`src/rtl/friscv_sv_pkg.sv`:
```
// -----------------------------------------------------------------------------
// friscv_sv_pkg
//   Shared types for the friscv core. This slice holds the memory arbiter
//   types:
//     arb_state_t : arbiter FSM state (idle / transaction outstanding)
//     arb_src_t   : requester that owns the outstanding transaction
//   Ports: none (package).
// -----------------------------------------------------------------------------
package friscv_sv_pkg;

   // Default architectural data/address width.
   localparam int ARCH_DEFAULT = 32;

   typedef enum logic {
      ARB_IDLE = 1'b0,
      ARB_BUSY = 1'b1
   } arb_state_t;

   typedef enum logic {
      SRC_IF = 1'b0,
      SRC_D  = 1'b1
   } arb_src_t;

endpackage : friscv_sv_pkg

```
`src/rtl/friscv_mem_arbiter.sv`:
```
// -----------------------------------------------------------------------------
// friscv_mem_arbiter
//   Shares one external single-port memory between instruction fetch (IF) and
//   data access (D). One transaction is outstanding at a time. D has fixed
//   priority, but after MAX_D_STREAK consecutive D grants with IF waiting, IF
//   wins the next arbitration.
//
//   Timing: a grant happens only in IDLE and drives the memory strobe in the
//   same cycle. The owner's rvalid pulses MEM_LAT cycles later, in the cycle the
//   FSM returns to IDLE, so the next grant is at the earliest MEM_LAT+1 cycles
//   after the previous one.
//
//   Ports:
//     clk, rst_n                     clock, async active-low reset
//     if_req_in / if_addr_in         IF request, held until if_gnt_out
//     if_gnt_out                     IF accepted (pulse)
//     if_rvalid_out / if_rdata_out   IF read data (pulse)
//     d_req_in / d_we_in /
//     d_addr_in / d_wdata_in         D request, held until d_gnt_out
//     d_gnt_out                      D accepted (pulse)
//     d_rvalid_out / d_rdata_out     D completion; rdata is 0 for writes
//     mem_req_out / mem_we_out /
//     mem_addr_out / mem_wdata_out   memory strobe, grant cycle only
//     mem_rdata_in                   memory read data, MEM_LAT after strobe
// -----------------------------------------------------------------------------
module friscv_mem_arbiter
   import friscv_sv_pkg::*;
#(
   parameter int ARCH         = ARCH_DEFAULT,
   parameter int MEM_LAT      = 1,
   parameter int MAX_D_STREAK = 4
) (
   input  logic            clk,
   input  logic            rst_n,
   input  logic            if_req_in,
   input  logic [ARCH-1:0] if_addr_in,
   output logic            if_gnt_out,
   output logic            if_rvalid_out,
   output logic [ARCH-1:0] if_rdata_out,
   input  logic            d_req_in,
   input  logic            d_we_in,
   input  logic [ARCH-1:0] d_addr_in,
   input  logic [ARCH-1:0] d_wdata_in,
   output logic            d_gnt_out,
   output logic            d_rvalid_out,
   output logic [ARCH-1:0] d_rdata_out,
   output logic            mem_req_out,
   output logic            mem_we_out,
   output logic [ARCH-1:0] mem_addr_out,
   output logic [ARCH-1:0] mem_wdata_out,
   input  logic [ARCH-1:0] mem_rdata_in
);

   localparam int LAT_W    = $clog2(MEM_LAT + 1);
   localparam int STREAK_W = $clog2(MAX_D_STREAK + 1);

   localparam logic [LAT_W-1:0]    LAT_MAX    = LAT_W'(MEM_LAT);
   localparam logic [STREAK_W-1:0] STREAK_MAX = STREAK_W'(MAX_D_STREAK);

   // Elaboration-time parameter checks.
   if (MEM_LAT < 1) begin : g_bad_mem_lat
      $error("friscv_mem_arbiter: MEM_LAT must be >= 1");
   end
   if (MAX_D_STREAK < 1) begin : g_bad_max_d_streak
      $error("friscv_mem_arbiter: MAX_D_STREAK must be >= 1");
   end

   arb_state_t           state_q,   state_d;
   logic [LAT_W-1:0]     lat_cnt_q, lat_cnt_d;
   logic [STREAK_W-1:0]  streak_q,  streak_d;
   arb_src_t             owner_q,   owner_d;
   logic                 wr_q,      wr_d;

   logic gnt_if;
   logic gnt_d;
   logic done;

   // Arbitration. Grants are combinational on the requests, so they are
   // gated with rst_n to keep every output at 0 while reset is held.
   always_comb begin
      // NOTE: every signal written here gets a default first; a path that
      // leaves one unassigned would infer a latch.
      gnt_if = 1'b0;
      gnt_d  = 1'b0;
      if (rst_n && (state_q == ARB_IDLE)) begin
         if (if_req_in && d_req_in) begin
            if (streak_q == STREAK_MAX) begin
               gnt_if = 1'b1;
            end else begin
               gnt_d  = 1'b1;
            end
         end else begin
            gnt_if = if_req_in;
            gnt_d  = d_req_in;
         end
      end
   end

   assign done = (state_q == ARB_BUSY) && (lat_cnt_q == LAT_MAX);

   // State register.
   always_ff @(posedge clk or negedge rst_n) begin
      if (!rst_n) begin
         state_q   <= ARB_IDLE;
         lat_cnt_q <= '0;
         streak_q  <= '0;
         owner_q   <= SRC_IF;
         wr_q      <= 1'b0;
      end else begin
         // NOTE: sequential state uses non-blocking assignments so every
         // register samples the pre-edge values of the others.
         state_q   <= state_d;
         lat_cnt_q <= lat_cnt_d;
         streak_q  <= streak_d;
         owner_q   <= owner_d;
         wr_q      <= wr_d;
      end
   end

   // Next-state logic.
   always_comb begin
      state_d   = state_q;
      lat_cnt_d = lat_cnt_q;
      owner_d   = owner_q;
      wr_d      = wr_q;
      streak_d  = streak_q;

      unique case (state_q)
         ARB_IDLE: begin
            if (gnt_if || gnt_d) begin
               state_d   = ARB_BUSY;
               lat_cnt_d = LAT_W'(1);
               owner_d   = gnt_d ? SRC_D : SRC_IF;
               wr_d      = gnt_d && d_we_in;
            end
         end
         ARB_BUSY: begin
            if (done) begin
               state_d   = ARB_IDLE;
               lat_cnt_d = '0;
            end else begin
               lat_cnt_d = lat_cnt_q + LAT_W'(1);
            end
         end
         default: state_d = ARB_IDLE;
      endcase

      // Streak counts D wins while IF is actually waiting; it saturates at
      // the limit so the IF override stays armed until IF is served.
      if (!if_req_in || gnt_if) begin
         streak_d = '0;
      end else if (gnt_d && (streak_q != STREAK_MAX)) begin
         streak_d = streak_q + STREAK_W'(1);
      end
   end

   // Output logic.
   always_comb begin
      if_gnt_out    = gnt_if;
      d_gnt_out     = gnt_d;
      mem_req_out   = gnt_if || gnt_d;
      mem_we_out    = 1'b0;
      mem_addr_out  = '0;
      mem_wdata_out = '0;
      if_rvalid_out = 1'b0;
      if_rdata_out  = '0;
      d_rvalid_out  = 1'b0;
      d_rdata_out   = '0;

      if (gnt_d) begin
         mem_we_out    = d_we_in;
         mem_addr_out  = d_addr_in;
         mem_wdata_out = d_wdata_in;
      end else if (gnt_if) begin
         mem_addr_out  = if_addr_in;
      end

      if (done) begin
         if (owner_q == SRC_D) begin
            d_rvalid_out = 1'b1;
            d_rdata_out  = wr_q ? '0 : mem_rdata_in;
         end else begin
            if_rvalid_out = 1'b1;
            if_rdata_out  = mem_rdata_in;
         end
      end
   end

endmodule : friscv_mem_arbiter

```
`config.mk`:
```
export PLATFORM = sky130hd
export DESIGN_NAME = friscv_mem_arbiter
export DESIGN_NICKNAME = d
export VERILOG_FILES = /design/src/rtl/friscv_sv_pkg.sv /design/src/rtl/friscv_mem_arbiter.sv
export SDC_FILE = /design/constraint.sdc
export NUM_CORES = 1
export LEC_CHECK = 0
export CORE_AREA = 2 2 103 105
export DETAILED_ROUTE_END_ITERATION = 8
export DIE_AREA = 0 0 105 107
export PLACE_DENSITY = 0.66
export SKIP_LAST_GASP = 1
export SYNTH_ARGS = -nofsm -noshare
export SYNTH_HDL_FRONTEND = slang
export SYNTH_SLANG_ARGS = --single-unit
```
`constraint.sdc`:
```
create_clock -name clk -period 2.5 [get_ports clk]
set_input_delay 0.625 -clock clk [delete_from_list [all_inputs] [get_ports clk]]
set_output_delay 0.625 -clock clk [all_outputs]
set_load 0.05 [all_outputs]
```
==> reports/summary.md, run 1 <==
At the pin with the least slew margin, the transition time is 352 ps. The number of hold-repair buffers added at the cts stage came out at 0. Clock latency on the worst-skew pair, taken at its later pin, is 220 ps.

After detailed routing, the number of remaining DRC violations is 0. The tools report the endpoint class of the critical path as an output pin. The number of hold violations in the final report is 0, and the global-route wire length before repair is 15500 um. Summed over all layers, the routed wires come to 10500 um.

In this run the power density over the cells is 543 nW/um^2. The count of buffering cells on the critical path with inverters included was 4. Summing the areas of all xor and xnor instances in the mapped netlist gives 0% of the synthesized area. After layout, the minimum clock period comes to 2520 ps. Total clock buffers created by CTS: 3.

The number of buffers inserted by port buffering is 266. The tightest min-delay check is of the input pin to async pin type. The logs give 23 for the count of different cell masters after synthesis and 10100 sq um for the placeable core region.

Yosys printed 0 warnings. The layout has 815 filler cells. The logs give 17.5% for the total routing usage reported by global routing and 1 for the count of H-tree levels built during CTS. Data arrives at the worst endpoint at 1900 ps. In this run the critical register-to-register path is captured at wr_q.

The period utilization is 101%, and the clock transition time at the flip-flop clock pins of the worst setup and hold paths is 40 ps. The sequential cells in the finished layout cover a total of 175 sq um. In this run, the number of DRC markers left after iteration 0 of detailed routing was 53.

The multi-input logic area was 1280 sq um. The post-route worst setup slack was -24.2 ps; the average wire per cell in the routed design was 17.5 um. The area growth from synthesis to layout is 331%.

The width of the die was 105 um. Leaving out fill and tap cells, the most frequent cell in the layout is buf_12. Summing the areas of all and, or, nand and nor instances in the mapped netlist gives 50.2% of the synthesized area. For this run, the top clock speed supported by timing is 0.396 GHz.

The arithmetic-cell share of the synthesized area counting full adders, half adders and majority gates is 1.79%, and the ratio of routed vias to standard cells is 4.18. In the final timing run, aggregate negative setup slack is -257 ps. The proportion of netlist area held by the largest area contributor is 43.3%, and the max-capacitance violation count is 0. The total count of max-transition violations in the final report was 0; the vertical die dimension was 107 um.

The repair_antennas step left the layout with diodes totalling 0. By area, the combinational part of the netlist is dominated by simple AND/OR/NAND/NOR gates. The number of antenna violations at the first check in global routing was 0. The instance count of the mapped netlist was 187. The critical path is of the flop to output pin type.

In the post-synthesis netlist, the biggest area contributors are and2_1, a22o_1, dfrtp_1. The top fanout value on the critical path is 11. The proportion of synthesized area in mux cells was 0%; the worst-case vdd ir drop was 0.335 mV. Summing internal, switching and leakage power gives 3280 uW. The run gives 602 as the net count of the finished layout. The row count is 37. The run gives 6040 sq um as the summed area of non-filler cells in the final layout. For this run the aggregate overflow at the end of global routing stands at 0. The run finished, with violations left. Data on the critical path is required at its endpoint by 1880 ps. Relative max-transition margin: 76.3%. Across the routed clock network, the largest skew measured is 0.945 ps.

Entering global routing, the biggest net connects 34 pins. Worst-path cell with the longest stage delay: dfrtp_1. The run gives 780 ps as the flop-to-flop setup slack. The tree is rooted in a clkbuf_8. The category of the worst setup path launch point is a flop. For the netlist area before placement, the log shows 1400 sq um.

The largest incremental delay on the critical path is 390 ps. The checks that failed: negative setup slack. Once the floorplan was initialized, standard cells occupied 13.9% of the core. The sequential share of the synthesized area came out at 12.5%. In this run the count of I/O pins placed on the die edge is 267. Total via count after detailed routing: 2515.

TritonCTS built the clock tree. The via count of the first global-routing pass was 2770; the ratio of cells with drive above 1 in the final layout was 44.0%. At the end of routability-driven placement, the weighted congestion stood at 0.834. The count of antenna-violating nets left after detailed routing came out at 0. The total number of clock tree sinks was 7; the die area was 11200 sq um.

The synthesized netlist devotes 25.1% of its cell area to compound gates. The run gives 24 as the count of endpoints failing setup in the final report. The synthesized design contains 7 register bits. The half-perimeter wire length after detailed placement is 8210 um.

The worst register-to-register path has a depth of 9. Timing analysis after detailed placement gives a worst setup slack of -310 ps. The most area-hungry cell type in the Yosys netlist is and2_1. Walking the worst path, the cells encountered are inv_2 > ha_4 > nand3_2 > and3_4 > buf_6 > bufbuf_16 > a22o_1 > buf_12. The reg-to-reg startpoint is streak_q[0]. Setup repair after global routing could not meet its margin everywhere. Cells fill 59.9% of the core in the end. The placed cell area was 5540 sq um. The cell type group with the largest total delay on the critical path is buffers and inverters.

The number of nets handed over by synthesis was 322. In this run the static leakage power is 0.00255 uW. The clock passes through at most 2 buffers. Averaged over all synthesized cells, the footprint is 7.49 sq um. In the layout the commonest cells are buf_12, clkdlybuf4s50_1, and2_1, a22o_1, and2_4. The pre-antenna-repair detailed-routing pass consisted of 4 iterations.
==> registers in the layout, summed over array words and instances, names as in the netlist <==
signal	cells
lat_cnt_q	1
owner_q	1
state_q	1
streak_q	3
wr_q	1
==> worst register-to-register path: cells and delay by family, from the launching register on <==
kind | cells | cell delay [ps]
buffers and inverters | 5 | 600
flip-flops | 1 | 390
AND/OR/NAND/NOR | 2 | 260
AO/OA/AOI/OAI | 1 | 220
adder cells (fa/ha/maj) | 1 | 140
==> power by group <==
group          internal [uW]  switching, uW
Clock                    110           44.8
Sequential               142           29.1
Combinational           1470           1490
Total                   1720           1560
==> layout make-up <==
type	count	share of cell area (%)
multi-input cells	157	21.2
inverters	5	0.311
repair buffers	293	72.0
well taps	136	2.82
clock buffers	4	0.745
flip-flops and latches	7	2.90
==> per-layer routing <==
layer  wire length, um  track usage, %
met4               140            4.00
met2              5700            33.9
met5                 0               0
met1              3680            18.1
met3              1030            5.84
==> stage by stage <==
stage	hold WS [ps]	instances
floorplan	329	187
global placement	479	582
detailed placement	487	582
CTS	316	598
global route	327	602
finish	322	602
==> cell families after synthesis <==
kind of cell	after synthesis
flops	7
simple gates	113
compound gates	42
buf+inv	23
fa+ha+maj	2
==> synthesized netlist by cell type <==
master    instances
a21bo_1           1
a21boi_0          4
a21o_1            1
a21oi_1           1
a22o_1           33
and2_1           97
and2b_1           1
and3_1            3
buf_2             6
buf_6             7
clkbuf_1          5
dfrtp_1           7
ha_1              2
inv_1             5
nand2_1           3
nand2b_1          1
nand3_1           1
nand4b_1          1
nor2_1            2
nor2b_2           1
nor4bb_1          1
o21ai_0           2
or3_1             2
==> worst max-delay path by stage <==
stage / start / to / cells past startpoint
after floorplan: rst_n / mem_wdata_out[10] / 5
after global placement: d_req_in / mem_addr_out[26] / 6
after detailed placement: d_req_in / mem_addr_out[27] / 6
after CTS: streak_q[1] / mem_addr_out[16] / 9
after global routing: streak_q[0] / mem_addr_out[15] / 9
final: streak_q[0] / mem_addr_out[17] / 8
==> what timing repair did <==
| item | in CTS | in global routing |
|---|---|---|
| pin swaps | 33 | 2 |
| gates cloned | 4 | 3 |
| setup endpoints to repair | 67 | 51 |
| gates resized for setup | 47 | 13 |
| buffers inserted | 8 | 2 |
(Power assumes the default switching activity.)
==> run 2: changes to the inputs <==
--- a/config.mk
+++ b/config.mk
@@ -5,10 +5,10 @@
 export SDC_FILE = /design/constraint.sdc
 export NUM_CORES = 1
 export LEC_CHECK = 0
-export CORE_AREA = 2 2 103 105
+export CORE_AREA = 4 4 103 105
 export DETAILED_ROUTE_END_ITERATION = 8
-export DIE_AREA = 0 0 105 107
-export PLACE_DENSITY = 0.66
+export DIE_AREA = 0 0 107 109
+export PLACE_DENSITY = 0.68
 export SKIP_LAST_GASP = 1
 export SYNTH_ARGS = -nofsm -noshare
 export SYNTH_HDL_FRONTEND = slang
==> run 2 against run 1 <==
Fmax rose by 3.2%. Die area rose by 3.8%. Clock power about the same. Clock skew hardly changed. Register-to-register slack improved by 190 ps. The flow now finishes without violations. Worst hold slack worse by 0.69 ps. Sequential cell count did not move. Count of clock-buffer cells in the layout did not move.
==> reports/summary.md, run 2 (synthesis results as in run 1) <==
For the final total negative setup slack, the log shows 0 ps (+257 ps). The total grt overflow is 0 (unchanged). The pin count of the biggest net entering global routing is 34 (unchanged).

The insertion delay of the later-clocked pin in the worst-skew pair is 220 ps (about the same), and the clock transition time at the flip-flop clock pins of the worst setup and hold paths is 40 ps (about the same). Multi-input logic area: 1330 sq um (+4.2%). Relative to the synthesized area, the layout overhead comes to 337%.

The tools report the number of top-level pins as 267 (unchanged). The vertical die dimension was 109 um (+1.9%); the ratio of cells with drive above 1 in the final layout was 45.4% (+1.4 points). The post-route worst setup slack came out at 54.1 ps (+78.3 ps).

For the flop-to-flop setup slack, the log shows 970 ps (+190 ps). Final weighted congestion in routability-driven placement: 0.848 (+1.7%). The run finished with clean final reports. The number of hold violations in the final report is 0 (unchanged).

Class of the most critical setup path: flop to output pin. The ratio of routed vias to standard cells is 4.19 (+0.24%). The worst reg2reg path depth came out at 7 (-2). The logs give 1820 ps (-80 ps) for the data arrival time of the critical path and 36 (-2.7%) for the row count. The total count of max-transition violations in the final report is 0 (unchanged), and the post-route core utilization is 63.6% (+3.7 points). The die area is 11700 sq um (+3.8%), and the count of antenna-violating nets left after detailed routing is 0 (unchanged).

Required time of the critical path: 1880 ps (about the same). For the post-detailed-routing wire length, the log shows 11000 um (+4.3%). Period utilization: 97.8% (-3.1 points). The tools report the reg-to-reg startpoint as streak_q[0]. The effective utilization at floorplan is 14.5% (+0.65 points). Clock tree synthesis selected as its root buffer the cell clkbuf_8. The average wire per cell in the routed design was 18.3 um (+4.3%); the via count of the first global-routing pass was 2694 (-2.7%). The width of the die was 107 um (+1.9%). The library cells used most frequently in the layout, excluding fill and tap cells, are buf_12, clkdlybuf4s50_1, and2_1, a22o_4, buf_4. For the number of antenna violations at the first check in global routing, the log shows 0 (unchanged). The clock tree buffer depth is 2 (unchanged). The placeable core region was 9640 sq um (-4.5%). The tools report the reg-to-reg critical path endpoint as streak_q[0]. The count of H-tree levels built during CTS came out at 1 (unchanged). The post-route worst hold slack is 321 ps (-0.690 ps), and the half-perimeter wire length after detailed placement is 8750 um (+6.6%). The library cell used most frequently in the layout, excluding fill and tap cells, is buf_12. For the max-capacitance violation count, the log shows 0 (unchanged). The static leakage power was 0.00260 uW (+2.3%); the total clock buffers created by CTS was 3 (unchanged). The final setup skew was 1.07 ps (+0.129 ps). streak_q holds more flip-flops than any other register. The total routing usage reported by global routing came out at 16.9% (-0.60 points). The number of buffers inserted by port buffering is 266 (unchanged). Worst-case vdd ir drop: 0.315 mV (-6.0%). Endpoint class of the critical path: an output pin. In this run the worst hold path is classified as input pin to async pin. The tools report the category of the worst setup path launch point as a flop.

The top fanout value on the critical path is 10 (-1), and the clock period minus final worst setup slack is 2450 ps (-78.3 ps). The slew of the pin with the lowest slew margin is 305 ps (-46.2 ps). The relative max-transition margin is 79.4% (+3.1 points), and the flip-flop count of the largest register after layout is 3 (unchanged). The total number of clock tree sinks was 7 (unchanged). Total via count after detailed routing: 2521 (+0.24%). For the worst-case setup slack after placement, the log shows -286 ps (+23.3 ps).

The tools report the placed cell area as 5550 sq um (about the same). The number of design rule violations left after detail routing is 0 (unchanged). The iteration-0 DRC count of the detailed router is 76 (+43%).

The power density relative to cell area was 540 nW/um^2 (-0.61%). The logs give 4 (unchanged) for the first-pass iteration count of the detailed router and 175 sq um (unchanged) for the area used by sequential logic in the layout. TritonCTS built the clock tree. The tools report the count of filler cells inserted in the layout as 730 (-10%). For the number of antenna cells inserted, the log shows 0 (unchanged).

For the summed area of non-filler cells in the final layout, the log shows 6130 sq um (+1.4%). Global-route wire length before repair: 15100 um (-2.4%). The net count of the finished layout is 605 (+0.50%). The highest clock frequency the design can meet is 0.409 GHz (+3.2%), and the count of endpoints failing setup in the final report is 0 (-100%).
-- run 2: timing repair --
action                                  CTS  global route
hold buffers                              0             0
pin swaps                                26             5
endpoints found under the setup margin   67            42
gates cloned                              5             2
setup buffers                            10             3
gates resized for setup                  37            29
-- run 2: how the worst max path moves through the flow --
stage,startpoint,to,depth (start not counted)
2_1_floorplan,rst_n,mem_wdata_out[10],5
3_3_place_gp,rst_n,mem_addr_out[2],6
3_5_place_dp,rst_n,mem_addr_out[25],6
4_1_cts,streak_q[1],mem_addr_out[25],8
5_1_grt,streak_q[0],mem_wdata_out[0],8
6_report,streak_q[0],mem_wdata_out[0],8
-- run 2: where the power goes --
| group | switching, uW | internal, uW | leakage [uW] | total [uW] |
|---|---|---|---|---|
| clock | 47.4 | 110 | 0.0000228 | 158 |
| sequential | 26.9 | 142 | 0.0000895 | 169 |
| combinational | 1500 | 1490 | 0.00249 | 2980 |
-- run 2: per-layer routing --
layer	up-vias	part of all wire (%)	global-route usage (%)	wire length, um
met5	-	0	0	0
met4	0	2.2	5.21	245
met3	16	8.9	6.10	977
met2	134	56	33.2	6150
met1	1175	33	16.4	3630
li1	1196	-	-	-
-- run 2: worst max-delay path, stage by stage (launching register included) --
cell and delay [ps]:
dfrtp_1 380, inv_2 70, ha_4 140, nand3_2 60, and3_4 220, buf_4 150
bufbuf_16 270, and2_4 170, buf_12 140
-- run 2: metrics by stage --
stage | total power (uW) | std cells
after global routing | 3440 | 602
after detailed placement | 2960 | 580
after global placement | 2930 | 580
after CTS | 3260 | 598
final | 3310 | 602
after floorplan | 1460 | 187
-- run 2: cell type report --
cell class,instances,area share [%]
Inverter,5,0.306
Timing Repair Buffer,296,71.6
Tap cell,133,2.72
Sequential cell,7,2.86
Multi-Input combinational cell,157,21.8
Clock buffer,4,0.735
